===== config.mk =====
export PLATFORM = sky130hd
export DESIGN_NAME = and4_vec_sequencer
export DESIGN_NICKNAME = d
export VERILOG_FILES = /design/src/rtl/and4_seq_pkg.sv /design/src/rtl/and4_settle_timer.sv /design/src/rtl/and4_vec_sequencer.sv
export SDC_FILE = /design/constraint.sdc
export NUM_CORES = 1
export LEC_CHECK = 0
export CAP_MARGIN = 10
export CORE_MARGIN = 10
export CORE_UTILIZATION = 40
export DETAILED_ROUTE_END_ITERATION = 10
export PLACE_DENSITY = 0.66
export SLEW_MARGIN = 20
export SYNTH_ARGS = -nofsm -noshare
export SYNTH_HDL_FRONTEND = slang
export SYNTH_SLANG_ARGS = --single-unit

===== constraint.sdc =====
create_clock -name clk -period 2.6 [get_ports clk]
set_input_delay 0.39 -clock clk [delete_from_list [all_inputs] [get_ports clk]]
set_output_delay 0.39 -clock clk [all_outputs]
set_load 0.05 [all_outputs]

===== src/rtl/and4_seq_pkg.sv =====
// Shared types and constants for the four-input AND gate sweep sequencer.
package and4_seq_pkg;

  typedef enum logic [2:0] {
    StIdle   = 3'd0,
    StDrive  = 3'd1,
    StSettle = 3'd2,
    StSample = 3'd3,
    StDone   = 3'd4
  } seq_state_e;

  localparam logic [3:0] VEC_LAST = 4'hF;
  localparam logic [4:0] ERR_MAX  = 5'd31;

  function automatic logic golden_and4(input logic [3:0] vec);
    return &vec;
  endfunction

endpackage


===== src/rtl/and4_settle_timer.sv =====
// Loadable down-counter that times the settle window after each new vector.
module and4_settle_timer #(
  parameter int unsigned SETTLE_CYCLES = 2
) (
  input  logic clk,
  input  logic rst_n,
  input  logic i_load,
  input  logic i_en,
  output logic o_zero
);

  localparam int unsigned CntW = (SETTLE_CYCLES > 1) ? $clog2(SETTLE_CYCLES) : 1;
  localparam logic [CntW-1:0] LoadVal = CntW'(SETTLE_CYCLES - 1);

  logic [CntW-1:0] r_cnt;
  logic [CntW-1:0] w_cnt_d;

  always_comb begin
    w_cnt_d = r_cnt;
    if (i_load) begin
      w_cnt_d = LoadVal;
    end else if (i_en && (r_cnt != '0)) begin
      w_cnt_d = r_cnt - CntW'(1);
    end
  end

  always_ff @(posedge clk or negedge rst_n) begin
    if (!rst_n) begin
      r_cnt <= '0;
    end else begin
      r_cnt <= w_cnt_d;
    end
  end

  assign o_zero = (r_cnt == '0);

endmodule


===== src/rtl/and4_vec_sequencer.sv =====
// Sweeps all 16 input vectors through a four-input AND gate and counts mismatches.
// Optional first-failure capture is enabled by defining AND4_FIRST_FAIL_CAPTURE_EN.
module and4_vec_sequencer
  import and4_seq_pkg::*;
#(
  parameter int unsigned SETTLE_CYCLES = 2,
  parameter int unsigned VEC_W         = 4
) (
  input  logic             clk,
  input  logic             rst_n,
  input  logic             start,
  input  logic             dut_out,
  output logic             a1,
  output logic             b1,
  output logic             a2,
  output logic             b2,
  output logic             busy,
  output logic             done,
  output logic             pass,
  output logic [4:0]       err_count
`ifdef AND4_FIRST_FAIL_CAPTURE_EN
  ,
  output logic [VEC_W-1:0] first_fail_vec,
  output logic             first_fail_vld
`endif
);

  seq_state_e       r_state, w_state_d;
  logic [VEC_W-1:0] r_vec, w_vec_d;
  logic [4:0]       r_err, w_err_d;
  logic             w_timer_load, w_timer_en, w_timer_zero;
  logic             w_mismatch, w_start_sweep;
`ifdef AND4_FIRST_FAIL_CAPTURE_EN
  logic [VEC_W-1:0] r_ff_vec, w_ff_vec_d;
  logic             r_ff_vld, w_ff_vld_d;
`endif

  and4_settle_timer #(
    .SETTLE_CYCLES(SETTLE_CYCLES)
  ) u_settle_timer (
    .clk   (clk),
    .rst_n (rst_n),
    .i_load(w_timer_load),
    .i_en  (w_timer_en),
    .o_zero(w_timer_zero)
  );

  always_ff @(posedge clk or negedge rst_n) begin
    if (!rst_n) begin
      r_state <= StIdle;
    end else begin
      r_state <= w_state_d;
    end
  end

  always_comb begin
    w_state_d = r_state;
    unique case (r_state)
      StIdle, StDone: if (start) w_state_d = StDrive;
      StDrive:        w_state_d = StSettle;
      StSettle:       if (w_timer_zero) w_state_d = StSample;
      StSample:       w_state_d = (r_vec == VEC_LAST) ? StDone : StDrive;
      default:        w_state_d = StIdle;
    endcase
  end

  always_comb begin
    busy         = (r_state == StDrive) || (r_state == StSettle) || (r_state == StSample);
    done         = (r_state == StDone);
    pass         = (r_state == StDone) && (r_err == '0);
    w_timer_load = (r_state == StDrive);
    w_timer_en   = (r_state == StSettle);
  end

  // Match is tested in the if-branch so an unknown dut_out lands in the mismatch branch.
  always_comb begin
    w_mismatch = 1'b1;
    if (dut_out == golden_and4(r_vec)) begin
      w_mismatch = 1'b0;
    end
  end

  assign w_start_sweep = start && ((r_state == StIdle) || (r_state == StDone));

  always_comb begin
    w_vec_d    = r_vec;
    w_err_d    = r_err;
`ifdef AND4_FIRST_FAIL_CAPTURE_EN
    w_ff_vec_d = r_ff_vec;
    w_ff_vld_d = r_ff_vld;
`endif
    if (w_start_sweep) begin
      w_vec_d    = '0;
      w_err_d    = '0;
`ifdef AND4_FIRST_FAIL_CAPTURE_EN
      w_ff_vec_d = '0;
      w_ff_vld_d = 1'b0;
`endif
    end else if (r_state == StSample) begin
      if (w_mismatch) begin
        if (r_err != ERR_MAX) w_err_d = r_err + 5'd1;
`ifdef AND4_FIRST_FAIL_CAPTURE_EN
        if (!r_ff_vld) begin
          w_ff_vec_d = r_vec;
          w_ff_vld_d = 1'b1;
        end
`endif
      end
      if (r_vec != VEC_LAST) w_vec_d = r_vec + VEC_W'(1);
    end
  end

  always_ff @(posedge clk or negedge rst_n) begin
    if (!rst_n) begin
      r_vec    <= '0;
      r_err    <= '0;
`ifdef AND4_FIRST_FAIL_CAPTURE_EN
      r_ff_vec <= '0;
      r_ff_vld <= 1'b0;
`endif
    end else begin
      r_vec    <= w_vec_d;
      r_err    <= w_err_d;
`ifdef AND4_FIRST_FAIL_CAPTURE_EN
      r_ff_vec <= w_ff_vec_d;
      r_ff_vld <= w_ff_vld_d;
`endif
    end
  end

  assign a1        = r_vec[3];
  assign b1        = r_vec[2];
  assign a2        = r_vec[1];
  assign b2        = r_vec[0];
  assign err_count = r_err;
`ifdef AND4_FIRST_FAIL_CAPTURE_EN
  assign first_fail_vec = r_ff_vec;
  assign first_fail_vld = r_ff_vld;
`endif

endmodule


Word level (Yosys, flattened, before mapping):

Index checks and enable logic that the tools add are counted.

* bits in registers: 13
* bits of input ports: 4
* output and inout port bits: 12
* logic and storage cells: 48

* add/subtract/negate cells: 3
* equality and inequality tests: 11
* muxes and demuxes: 13
* reductions and logical operators: 17

Operators with widths (number)
* 5-bit 2-to-1 mux: 4
* 4-bit 2-to-1 mux: 3
* 3-bit case mux with 4 select lines: 1
* 3-bit 2-to-1 mux: 3
* 2-bit nonzero test: 4
* 3-bit by 2-bit equality test with 1-bit output, second input constant: 2
* 2-bit inequality test, second input constant: 3
* 5-bit by 1-bit adder with 5-bit output, second input constant: 1
* 5-bit logical NOT: 1
* 5-bit inequality test, second input constant: 1
* 4-bit by 1-bit adder with 4-bit output, second input constant: 1
* 4-bit equality test, second input constant: 1
* 4-bit inequality test, second input constant: 1
* 2-bit AND reduction: 2
* 4-bit AND reduction: 1
* 3-bit by 1-bit equality test with 1-bit output, second input constant: 1
* 3-bit equality test, second input constant: 1
* 1-bit logical AND: 3
* 3-bit logical NOT: 1
* 1-bit logical OR: 3
* 3-bit AND reduction: 1
* 1-bit 2-to-1 mux: 2
* 2-bit OR reduction: 1
* 1-bit equality test: 1
* 1-bit subtractor, second input constant: 1

Depth between registers and ports, before layout:

* depth after elaboration: 5
* gate-level depth with buffers: 7
* gate-level depth less buffers: 7

Hierarchy:

A second synthesis with hierarchy kept.

* cells, all modules: 76
* area total of the unflattened synthesis: 755.7 um^2

By module, submodules not included
* and4_vec_sequencer: times used 1, cells an instance 73, area each 715.7 um^2, seq. area each 300.3 um^2
* and4_settle_timer: times used 1, cells an instance 3, area each 40.0 um^2, seq. area each 25.0 um^2

Worst setup path after synthesis:

Ideal clock, no wire load.

* kind: register -> output
* from: reg r_err[0] (netlist: err_count[0])
* to: out pass
* arrival time: 2.358 ns
* data required time: 2.210 ns
* path slack: -0.148 ns
* cell stages (with the launch flop): 5
* path buffers: 0
* path through: dfrtp_1 > inv_1 > ha_1 > nand2b_1 > nor4_1

* word-level cells in the longest chain between the ends: 2

Ends and longest elaborated chain
* start: declaration: RTL line and4_vec_sequencer.sv:30 `logic [4:0] r_err, w_err_d;`
* start signal: assignment: RTL line and4_vec_sequencer.sv:123 `r_err <= w_err_d;`
* 5-bit logical NOT: RTL line and4_vec_sequencer.sv:70 `pass = (r_state == StDone) && (r_err == '0);`
* 1-bit logical AND: RTL line and4_vec_sequencer.sv:70
* end: declaration: RTL line and4_vec_sequencer.sv:19 `output logic pass,`

Every way passes these cells.

Worst setup path after layout:

* from: reg r_state[0]
* to: out done

* word-level cells in the longest chain between the ends: 1

Ends and longest elaborated chain
* start: declaration: RTL line and4_vec_sequencer.sv:28 `seq_state_e r_state, w_state_d;`
* start signal: assignment: RTL line and4_vec_sequencer.sv:50 `r_state <= StIdle;`
* start signal: assignment: RTL line and4_vec_sequencer.sv:52 `r_state <= w_state_d;`
* 3-bit equality test: RTL line and4_vec_sequencer.sv:69 `done = (r_state == StDone);`
* end: declaration: RTL line and4_vec_sequencer.sv:18 `output logic done,`

Every way passes these cells.

==> flow_summary.ini <==
[yosys]
postSynthCellCount = 77
synth_area_sq_um = 718
yosys_warnings = 0
synth_nets = 85
synth_cell_types = 26
synth_area_leaders = dfrtp_1 45%, ha_1 7.0%, xnor2_1 6.1%, nor2_1 4.7%, a21oi_1 4.2%
ys_ff_latch = 13
avgSynthCellArea_sq_um = 9.33
synth_area_leader_cell = dfrtp_1
synth_top_area_share = 0.453
ys_seq_area_frac = 0.453

[timing]
hold_viol_final = 0
min_period_ns = 2.33
worst_clock_skew_ns = 0.00316
slew_viol_final = 0
tightest_slew_ns = 0.581
fin_setup_tns_ns = 0
setup_viol = 0
layout_worst_path_cycle_share = 0.896
slew_headroom = 0.611
rsz0062_at_grt = false
clock.fmax_mhz = 429

[die]
num_rows = 15
num_io_pins = 16
initial_core_util = 0.421
die_w_um = 62.4
fp.coreArea_sq_mm = 0.00171
die_area_sq_mm = 0.00389
die_h_um = 62.4

[clocking]
cts_tree = yes
postCtsResizedCells = 0
clkTransAtPathRegs_ns = 0.08
clkSinkCount = 13
post-cts-setup-buffer-count = 0
clockBufferDepth = 2
cts_max_level = 1
clk_latency_ns = 0.27
hold_buffers = 0
cts_inserted_buffers = 3
cts-root-buf = clkbuf_4

[drt]
met1_length_um = 717
routed_wl_um = 1550
highest_layer = met4
avgViaCountPerCell = 5.04
avgRoutedWirePerCell_um = 13.0
drtAntennaViolNets = 0
dr_wl_met3_um = 120
via_count = 600
dr.first_iter.drc_count = 15
drtPass1Iterations = 4
dr_wl_met2_um = 703
drcViolationCount = 0

[place]
dpl.hpwl_um = 1220
io_buffers = 15
gp_congestion = 0.796

[worst_setup_path]
r2r_cells = 7
crit_path_end_kind = output pin
worst_ep_required_time_ns = 2.21
arrival_ns = 1.94
path_max_fanout = 7
start_kind = flip-flop
worst-setup-path-type = reg -> out

[finish]
fillers = 163
area_growth_pct = 28.0
final_common_cell = clkdlybuf4s50_1
drive_gt1_frac = 0.0638
final_cell_mix = 14 x clkdlybuf4s50_1, 13 x dfrtp_1, 9 x nor2_1
nets = 103
fin_util = 0.538
diodes = 0

[status]
status = finished, final reports clean

[pwr]
vdd.ir_drop.worst_v = 0.000700
power.leakage_nw = 0.421
p_per_area_mw_per_mm2 = 1040

[global_routing]
antenna_found_initial = 0
grt_pass1_vias = 562
grt_pass1_wl_um = 2600
grt_max_degree = 14
track_usage = 0.0808
gr-total-overflow = 0

[hold_path]
hold_class = in -> async

[flow_run]
cap_violations = 0
Yosys cell counts:
master,number
o21ai_1,3
inv_1,3
and2_1,1
o21ai_0,4
mux2i_1,1
nor3_1,1
dfrtp_1,13
xnor2_1,5
xnor2_2,1
and4bb_2,1
nand2b_1,2
nand2_1,6
and3_1,2
buf_6,1
nand4_1,1
nand3b_1,1
clkbuf_1,1
or3_1,1
or2_1,1
a21oi_1,6
o22ai_1,1
nor2_1,9
nor4_1,1
ha_1,4
nor3b_1,1
nand3_1,6
where the power goes:
part           switching [mW]  internal [mW]  total, mW
Sequential             0.0763          0.264      0.341
Clock                  0.0652         0.0594      0.125
Combinational           0.318          0.177      0.495
stage by stage:
step	instance area (sq um)	hold slack (ns)	instances	power, mW	setup WS, ns
final	920	0.484	119	0.960	0.270
after global routing	920	0.518	119	1.04	0.121
after CTS	917	0.495	119	0.972	0.0724
after detailed placement	891	0.481	115	0.848	0.375
after global placement	891	0.475	115	0.838	0.405
after floorplan	724	0.0944	77	0.686	0.425
layer usage:
layer,vias to the layer above,GRT usage
li1,299,-
met1,288,0.0910
met2,11,0.124
met3,2,0.0484
met4,0,0.0251
met5,-,0
cell families after synthesis:
family,synth area share
multiplexers,0.0139
buffers and inverters,0.0366
XOR/XNOR,0.0836
adder cells (fa/ha/maj),0.0697
flip-flops,0.453
AO/OA/AOI/OAI,0.0993
AND/OR/NAND/NOR,0.244
worst paths after layout:
path,start,to,slack (ns)
max,r_state[0],done,0.27
min,rst_n,err_count[2],0.48
max reg2reg,err_count[0],err_count[3],0.58
min reg2reg,u_settle_timer.r_cnt,u_settle_timer.r_cnt,0.49
max in group asynchronous,rst_n,u_settle_timer.r_cnt,1.74
min in group clk,u_settle_timer.r_cnt,u_settle_timer.r_cnt,0.49
flip-flops by register name, summed over array words and instances (netlist names):
register              count
err_count                 5
u_settle_timer.r_cnt      1
r_state                   3
r_vec                     4
cell type report:
class | count | area (sq um) | area share
Multi-Input combinational cell | 59 | 373 | 0.405
Sequential cell | 13 | 325 | 0.354
Timing Repair Buffer | 15 | 153 | 0.166
Tap cell | 25 | 31.3 | 0.0340
Clock buffer | 4 | 26.3 | 0.0286
Inverter | 3 | 11.3 | 0.0122
worst max-delay path, stage by stage, from the launching register on:
cell             delay [ns]
dfrtp_1                0.44
nor2_1                 0.23
nand2_1                0.14
inv_1                  0.07
clkdlybuf4s50_1        0.79
Note: power is estimated with default switching activity, not from simulation.
